`config.mk`:
```
export PLATFORM = sky130hd
export DESIGN_NAME = sm_restorer
export DESIGN_NICKNAME = d
export VERILOG_FILES = /design/src/rtl/sm_restorer.sv
export SDC_FILE = /design/constraint.sdc
export NUM_CORES = 1
export LEC_CHECK = 0
export ABC_AREA = 1
export CAP_MARGIN = 20
export CORE_MARGIN = 2
export CORE_UTILIZATION = 56
export DETAILED_ROUTE_END_ITERATION = 10
export GPL_ROUTABILITY_DRIVEN = 0
export PLACE_DENSITY = 0.93
export SYNTH_ARGS = -nofsm -noshare
export SYNTH_HDL_FRONTEND = slang
export SYNTH_SLANG_ARGS = --single-unit
```
`constraint.sdc`:
```
create_clock -name clk -period 2.6 [get_ports clk]
set_input_delay 0.52 -clock clk [delete_from_list [all_inputs] [get_ports clk]]
set_output_delay 0.52 -clock clk [all_outputs]
set_load 0.005 [all_outputs]
```
`src/rtl/sm_restorer.sv`:
```
// sm_restorer: bit-serial inverse of the magnitude/borrow subtractor.
// Rebuilds A from B, D=|A-B| and the borrow flag: A = B + D (neg=0) or
// A = B - D (neg=1). One result bit is produced per cycle, LSB first.
module sm_restorer #(
  parameter int W = 8
) (
  input  logic         clk,
  input  logic         rst_b,
  input  logic         start,
  input  logic [W-1:0] B,
  input  logic [W-1:0] D,
  input  logic         neg,
  output logic [W-1:0] result,
  output logic         ovf,
  output logic         done,
  output logic         rdy
);

  localparam int CW = (W > 1) ? $clog2(W) : 1;
  localparam logic [CW-1:0] LAST = CW'(W - 1);

  typedef enum logic [1:0] {
    S_IDLE  = 2'd0,
    S_SHIFT = 2'd1,
    S_DONE  = 2'd2
  } state_t;

  state_t state, next_state;

  logic [W-1:0]  rb;
  logic [W-1:0]  rd;
  logic [W-1:0]  acc;
  logic          rneg;
  logic          carry;
  logic [CW-1:0] cnt;

  logic addend;
  logic sum_bit;
  logic carry_next;

  // One full-adder slice; subtraction inverts D and injects the +1 through the initial carry
  always_comb begin
    addend     = rd[0] ^ rneg;
    sum_bit    = rb[0] ^ addend ^ carry;
    carry_next = (rb[0] & addend) | (rb[0] & carry) | (addend & carry);
  end

  // State register; reset abandons any in-flight operation
  always_ff @(posedge clk or negedge rst_b) begin
    if (!rst_b) begin
      state <= S_IDLE;
    end else begin
      state <= next_state;
    end
  end

  // Next-state and handshake outputs; unknown encodings fall back to idle
  always_comb begin
    next_state = state;
    rdy        = 1'b0;
    done       = 1'b0;
    case (state)
      S_IDLE: begin
        rdy = 1'b1;
        if (start) begin
          next_state = S_SHIFT;
        end
      end
      S_SHIFT: begin
        if (cnt == LAST) begin
          next_state = S_DONE;
        end
      end
      S_DONE: begin
        done       = 1'b1;
        next_state = S_IDLE;
      end
      default: begin
        next_state = S_IDLE;
      end
    endcase
  end

  // Operand capture, serial shifting and result/overflow commit on the final bit
  always_ff @(posedge clk or negedge rst_b) begin
    if (!rst_b) begin
      rb     <= '0;
      rd     <= '0;
      acc    <= '0;
      rneg   <= 1'b0;
      carry  <= 1'b0;
      cnt    <= '0;
      result <= '0;
      ovf    <= 1'b0;
    end else begin
      if (state == S_IDLE) begin
        if (start) begin
          rb    <= B;
          rd    <= D;
          rneg  <= neg;
          carry <= neg;
          cnt   <= '0;
        end
      end else if (state == S_SHIFT) begin
        rb    <= rb >> 1;
        rd    <= rd >> 1;
        acc   <= {sum_bit, acc[W-1:1]};
        carry <= carry_next;
        if (cnt == LAST) begin
          result <= {sum_bit, acc[W-1:1]};
          ovf    <= rneg ? ~carry_next : carry_next;
        end else begin
          cnt <= cnt + CW'(1);
        end
      end
    end
  end

endmodule

```
; Word level (Yosys, flattened, before mapping)
; Index checks and enable logic that the tools add are counted.
[totals]
word_cells = 53
in_bits = 20
out_inout_bits = 11
ff_bits = 40
[classes]
n_reduce_logical = 8
n_mux = 19
n_addsub = 1
bitwise_logic = 10
eq_ne = 6
[ops]
columns = operator, n
row1 = $mux W8, 6
row2 = $mux W3, 4
row3 = $reduce_and A2 Y1, 4
row4 = $mux W1, 6
row5 = $reduce_and A3 Y1, 2
row6 = $mux W2, 2
row7 = $ne A2 B2 Y1 const B, 2
row8 = $pmux W2 S2, 1
row9 = $add A3 B1 Y3 const B, 1
row10 = $and A1 B1 Y1, 3
row11 = $eq A3 B3 Y1 const B, 1
row12 = $xor A1 B1 Y1, 3
row13 = $eq A2 B1 Y1 const B, 1
row14 = $eq A2 B2 Y1 const B, 1
row15 = $logic_not A2 Y1, 1
row16 = $ne A2 B1 Y1 const B, 1
row17 = $not A1 Y1, 2
row18 = $or A1 B1 Y1, 2
row19 = $reduce_bool A2 Y1, 1

; Longest topological paths before layout
[depth]
depth_word = 6
depth_mapped = 8
mapped_depth_nobuf = 7

; Worst setup path after synthesis
; OpenSTA, ideal clock, no wires.
[synth_path]
path_type = reg2out
startpoint = register state[1]
endpoint = output rdy
path_buffers = 2
stages_incl_launch_ff = 4
arrival_ns = 0.889
slack_ns = 1.191
required_time_ns = 2.080
cell_sequence = dfrtp_1 -> buf_4 -> nor2_2 -> buf_4
[synth_between]
elab_chain_cells = 2
[synth_rtl]
columns = element, line_no
row1 = "start, declared", 28  ; state_t state, next_state;
row2 = "start signal, assigned", 53  ; state <= next_state;
row3 = $logic_not A2 Y1, 62  ; case (state)
row4 = $mux W1, 62
row5 = "end, declared", 16  ; output logic rdy
; No other way between the ends.

; Worst setup path in the final report
; Same ends and word-level chain as after synthesis.

==> impl_results.html <==
<table>
<tr><th>Metric</th><th>Value</th></tr>
<tr><th colspan="2">Final layout</th></tr>
<tr><td>Final Core Density</td><td>a little over two thirds</td></tr>
<tr><td>Antenna diode count</td><td>0</td></tr>
<tr><td>Most frequent standard cell in the layout excluding fill and tap cells</td><td>nand2_1</td></tr>
<tr><td>Fin nets</td><td>around 290</td></tr>
<tr><td>Share of post-route cells with drive strength above 1</td><td>~8.3%</td></tr>
<tr><td>Area growth syn-to-layout</td><td>21.4%</td></tr>
<tr><td>Commonest cells after routing, fill and taps aside</td><td>62 x nand2_1, 41 x inv_1, 39 x dfrtp_1, 31 x nand3_1, 29 x clkdlybuf4s50_1</td></tr>
<tr><td>Post-route insts no fill</td><td>~310</td></tr>
<tr><th colspan="2">Routing</th></tr>
<tr><td>Post-route DRC violation count</td><td>0</td></tr>
<tr><td>Wirelength per Cell</td><td>approximately 12 um</td></tr>
<tr><td>First-pass iteration count of the detailed router</td><td>4</td></tr>
<tr><td>Antenna Violating Nets Remaining</td><td>0</td></tr>
<tr><td>Final Routed Wirelength</td><td>3.76 mm</td></tr>
<tr><td>Vias after detailed routing</td><td>~1600</td></tr>
<tr><td>DRC violation total after the first TritonRoute iteration</td><td>about 120</td></tr>
<tr><td>Mean number of vias per cell</td><td>a little over 5</td></tr>
<tr><th colspan="2">Placed design</th></tr>
<tr><td>Placed Instances</td><td>between 300 and 400</td></tr>
<tr><td>Final HPWL DP</td><td>~2.6 mm</td></tr>
<tr><td>I/O Buffers</td><td>30</td></tr>
<tr><td>Worst slack at placement</td><td>approximately 740 ps</td></tr>
<tr><th colspan="2">Yosys</th></tr>
<tr><td>Cell taking the most area after synthesis</td><td>dfrtp_1</td></tr>
<tr><td>Count of state elements after synthesis</td><td>39</td></tr>
<tr><td>Sequential element share of the synthesized area</td><td>between 50% and 60%</td></tr>
<tr><td>Largest cells by area after synthesis</td><td>dfrtp_1 52%, nand2_1 12%, nand3_1 8.2%</td></tr>
<tr><td>Cells after Synth</td><td>about 240</td></tr>
<tr><td>Mean post-synth cell area</td><td>between 8 and 9 um2</td></tr>
<tr><td>Area fraction of the dominant cell type after synthesis</td><td>approximately half</td></tr>
<tr><td>Post-synthesis net count</td><td>around 260</td></tr>
<tr><td>Mapped cell area</td><td>0.00189 mm2</td></tr>
<tr><td>Synthesis warning total</td><td>0</td></tr>
<tr><td>Post-synth cell types</td><td>19</td></tr>
<tr><th colspan="2">Worst setup path</th></tr>
<tr><td>Element type at the critical path end</td><td>primary output</td></tr>
<tr><td>Critical path arrival</td><td>1700 ps</td></tr>
<tr><td>Reg2Reg Capture Point</td><td>rd[4]$_DFFE_PN0P_</td></tr>
<tr><td>Register-to-Register Setup Slack</td><td>between 900 and 1000 ps</td></tr>
<tr><td>Critical register-to-register path startpoint</td><td>state[0]$_DFFE_PN0P_</td></tr>
<tr><td>Cell count of the worst reg-to-reg path</td><td>5</td></tr>
<tr><td>Kind of start point of the critical path</td><td>flip-flop</td></tr>
<tr><td>Critical setup path kind</td><td>flip-flop to primary output</td></tr>
<tr><td>Required time reported for the critical path endpoint</td><td>about 2100 ps</td></tr>
<tr><td>Max Fanout on Critical Path</td><td>12</td></tr>
<tr><th colspan="2">GRT</th></tr>
<tr><td>Antenna violations before repair</td><td>0</td></tr>
<tr><td>Global routing usage summed across all routing layers</td><td>between 20% and 30%</td></tr>
<tr><td>First-pass GRT wire length</td><td>about 6.3 mm</td></tr>
<tr><td>Via count of the first global-routing pass</td><td>around 1600</td></tr>
<tr><td>Total gr overflow</td><td>0</td></tr>
<tr><td>Maximum number of pins on one net before global-route repair</td><td>40</td></tr>
<tr><th colspan="2">STA</th></tr>
<tr><td>Final WS setup</td><td>~380 ps</td></tr>
<tr><td>Number of max-slew violations in the final report</td><td>0</td></tr>
<tr><td>Maximum frequency from static timing analysis</td><td>between 400 and 500 MHz</td></tr>
<tr><td>Final Hold Violating Endpoints</td><td>0</td></tr>
<tr><td>Worst slew margin relative to its limit</td><td>43.2%</td></tr>
<tr><td>Final setup violation count</td><td>0</td></tr>
<tr><td>Setup repair after global routing missed its margin</td><td>no</td></tr>
<tr><td>Share of the cycle needed by the critical path after routing</td><td>between 80% and 90%</td></tr>
<tr><td>Total negative setup slack</td><td>0 ps</td></tr>
<tr><td>Minimum clock period</td><td>~2200 ps</td></tr>
<tr><td>Setup skew after layout</td><td>~12 ps</td></tr>
<tr><td>Transition at the pin with the smallest max-transition slack</td><td>between 800 and 900 ps</td></tr>
<tr><th colspan="2">Clock tree</th></tr>
<tr><td>Clock input transition at the sequential cells of the worst setup and hold paths</td><td>around 120 ps</td></tr>
<tr><td>Sink count of the clock tree</td><td>39</td></tr>
<tr><td>Clock buffers created by TritonCTS</td><td>5</td></tr>
<tr><td>CTS tree</td><td>built</td></tr>
<tr><td>Clock latency at the later pin of the worst-skew pair</td><td>between 300 and 400 ps</td></tr>
<tr><td>Buffers from clock root to sink, at most</td><td>2</td></tr>
<tr><td>H-tree depth</td><td>2</td></tr>
<tr><td>Resized cells post-CTS</td><td>0</td></tr>
<tr><td>Clock Root Buffer</td><td>clkbuf_4</td></tr>
<tr><td>Count of hold-fix buffers inserted at cts</td><td>0</td></tr>
<tr><td>Number of post-CTS setup repair buffers</td><td>0</td></tr>
<tr><th colspan="2">Die</th></tr>
<tr><td>Ports placed on the boundary</td><td>31</td></tr>
<tr><td>Row count</td><td>21</td></tr>
<tr><td>Standard cell core area</td><td>roughly 0.0033 mm2</td></tr>
<tr><td>Overall die area</td><td>around 0.0039 mm2</td></tr>
<tr><td>Horizontal die dimension</td><td>62.1 um</td></tr>
<tr><td>Die span in y</td><td>62.1 um</td></tr>
<tr><td>Starting density of the core</td><td>approximately 57%</td></tr>
<tr><th colspan="2">Power</th></tr>
<tr><td>Combinational fraction of design power</td><td>between 40 and 50%</td></tr>
<tr><td>Net Sw Power</td><td>between 0.9 and 1 mW</td></tr>
<tr><td>Largest voltage drop on the vdd net</td><td>between 0.6 and 0.7 mV</td></tr>
<tr><td>Static leakage</td><td>around 1.2 nW</td></tr>
<tr><td>Power density relative to cell area</td><td>about 1100 mW/mm2</td></tr>
<tr><td>Flop pwr share</td><td>approximately two fifths</td></tr>
<tr><td>Total Power Consumption</td><td>2.51 mW</td></tr>
<tr><td>Fraction of power spent switching nets</td><td>roughly 38%</td></tr>
<tr><td>Clock group share of total power</td><td>17.1%</td></tr>
<tr><td>Cell internal power dissipation</td><td>approximately 1.6 mW</td></tr>
<tr><th colspan="2">Worst hold path</th></tr>
<tr><td>Kind of path behind the tightest hold check</td><td>input port to async pin</td></tr>
<tr><th colspan="2">Flow run</th></tr>
<tr><td>Max-cap violations</td><td>0</td></tr>
<tr><th colspan="2">Outcome</th></tr>
<tr><td>Run status</td><td>completed</td></tr>
</table>
[power by group through the flow]
stage	registers [mW]	clock network, mW	logic (mW)
CTS	1.05	0.434	1.04
global placement	1.05	0	0.967
detailed placement	1.06	0	1.03
floorplan	1.01	0	0.733
global route	1.08	0.464	1.19
finish	1.05	0.430	1.03
[worst max path at each step]
stage | startpoint | to | slack, ps | depth (start not counted)
after floorplan | state[1]$_DFFE_PN0P_ | rdy | 1190 | 3
after global placement | state[1]$_DFFE_PN0P_ | rdy | 780 | 3
after detailed placement | start | rb[6]$_DFFE_PN0P_ | 740 | 5
after CTS | state[1]$_DFFE_PN0P_ | rdy | 370 | 3
after global routing | state[1]$_DFFE_PN0P_ | rdy | 270 | 3
final | state[1]$_DFFE_PN0P_ | rdy | 380 | 3
[worst max-delay path, stage by stage, from the launching register on]
cell and delay (ps):
dfrtp_1 510, buf_4 230, nor2_2 100, clkdlybuf4s50_1 510
[synth_stat cells]
library cell and instances:
nor2_2 1, nand3_1 31, inv_4 1, nor2_4 1, buf_2 4, inv_1 41
nand2_1 62, buf_4 5, inv_2 2, nor2_1 2, o21ai_1 7, nand4_1 3
dfrtp_1 39, xnor2_1 2, o21ai_0 25, fa_1 1, nand2_2 4, ha_1 2
clkbuf_1 2
[kinds of logic after synthesis]
logic type / after synthesis / share of synthesized area (%)
simple gates: 104 / 24.2
compound gates: 32 / 8.48
buf+inv: 55 / 12.3
fa+ha+maj: 3 / 2.39
flops: 39 / 51.7
xor+xnor: 2 / 0.928
[flip-flops by register name (all words and copies together) (netlist names)]
signal / flops
rneg: 1
cnt: 3
carry: 1
rb: 8
acc: 7
ovf: 1
result: 8
rd: 8
state: 2
[final cells by class]
class,count,area (um2)
Inverter,44,168
Tap cell,46,57.6
Clock buffer,6,51.3
Timing Repair Buffer,34,325
Sequential cell,39,976
Fill cell,253,992
Clock inverter,2,35.0
Multi-Input combinational cell,141,679
[metal layers]
layer	share of wire, %	GRT usage [%]
met2	50	40.8
met3	6.5	4.97
met5	0	0
met4	1.4	11.6
met1	42	26.0
[stage by stage]
stage,instance area (um2),hold WS (ps)
detailed placement,2210,464
global placement,2210,459
global route,2290,314
finish,2290,252
floorplan,1890,224
CTS,2290,277
Power figures use the tool's default switching activity.
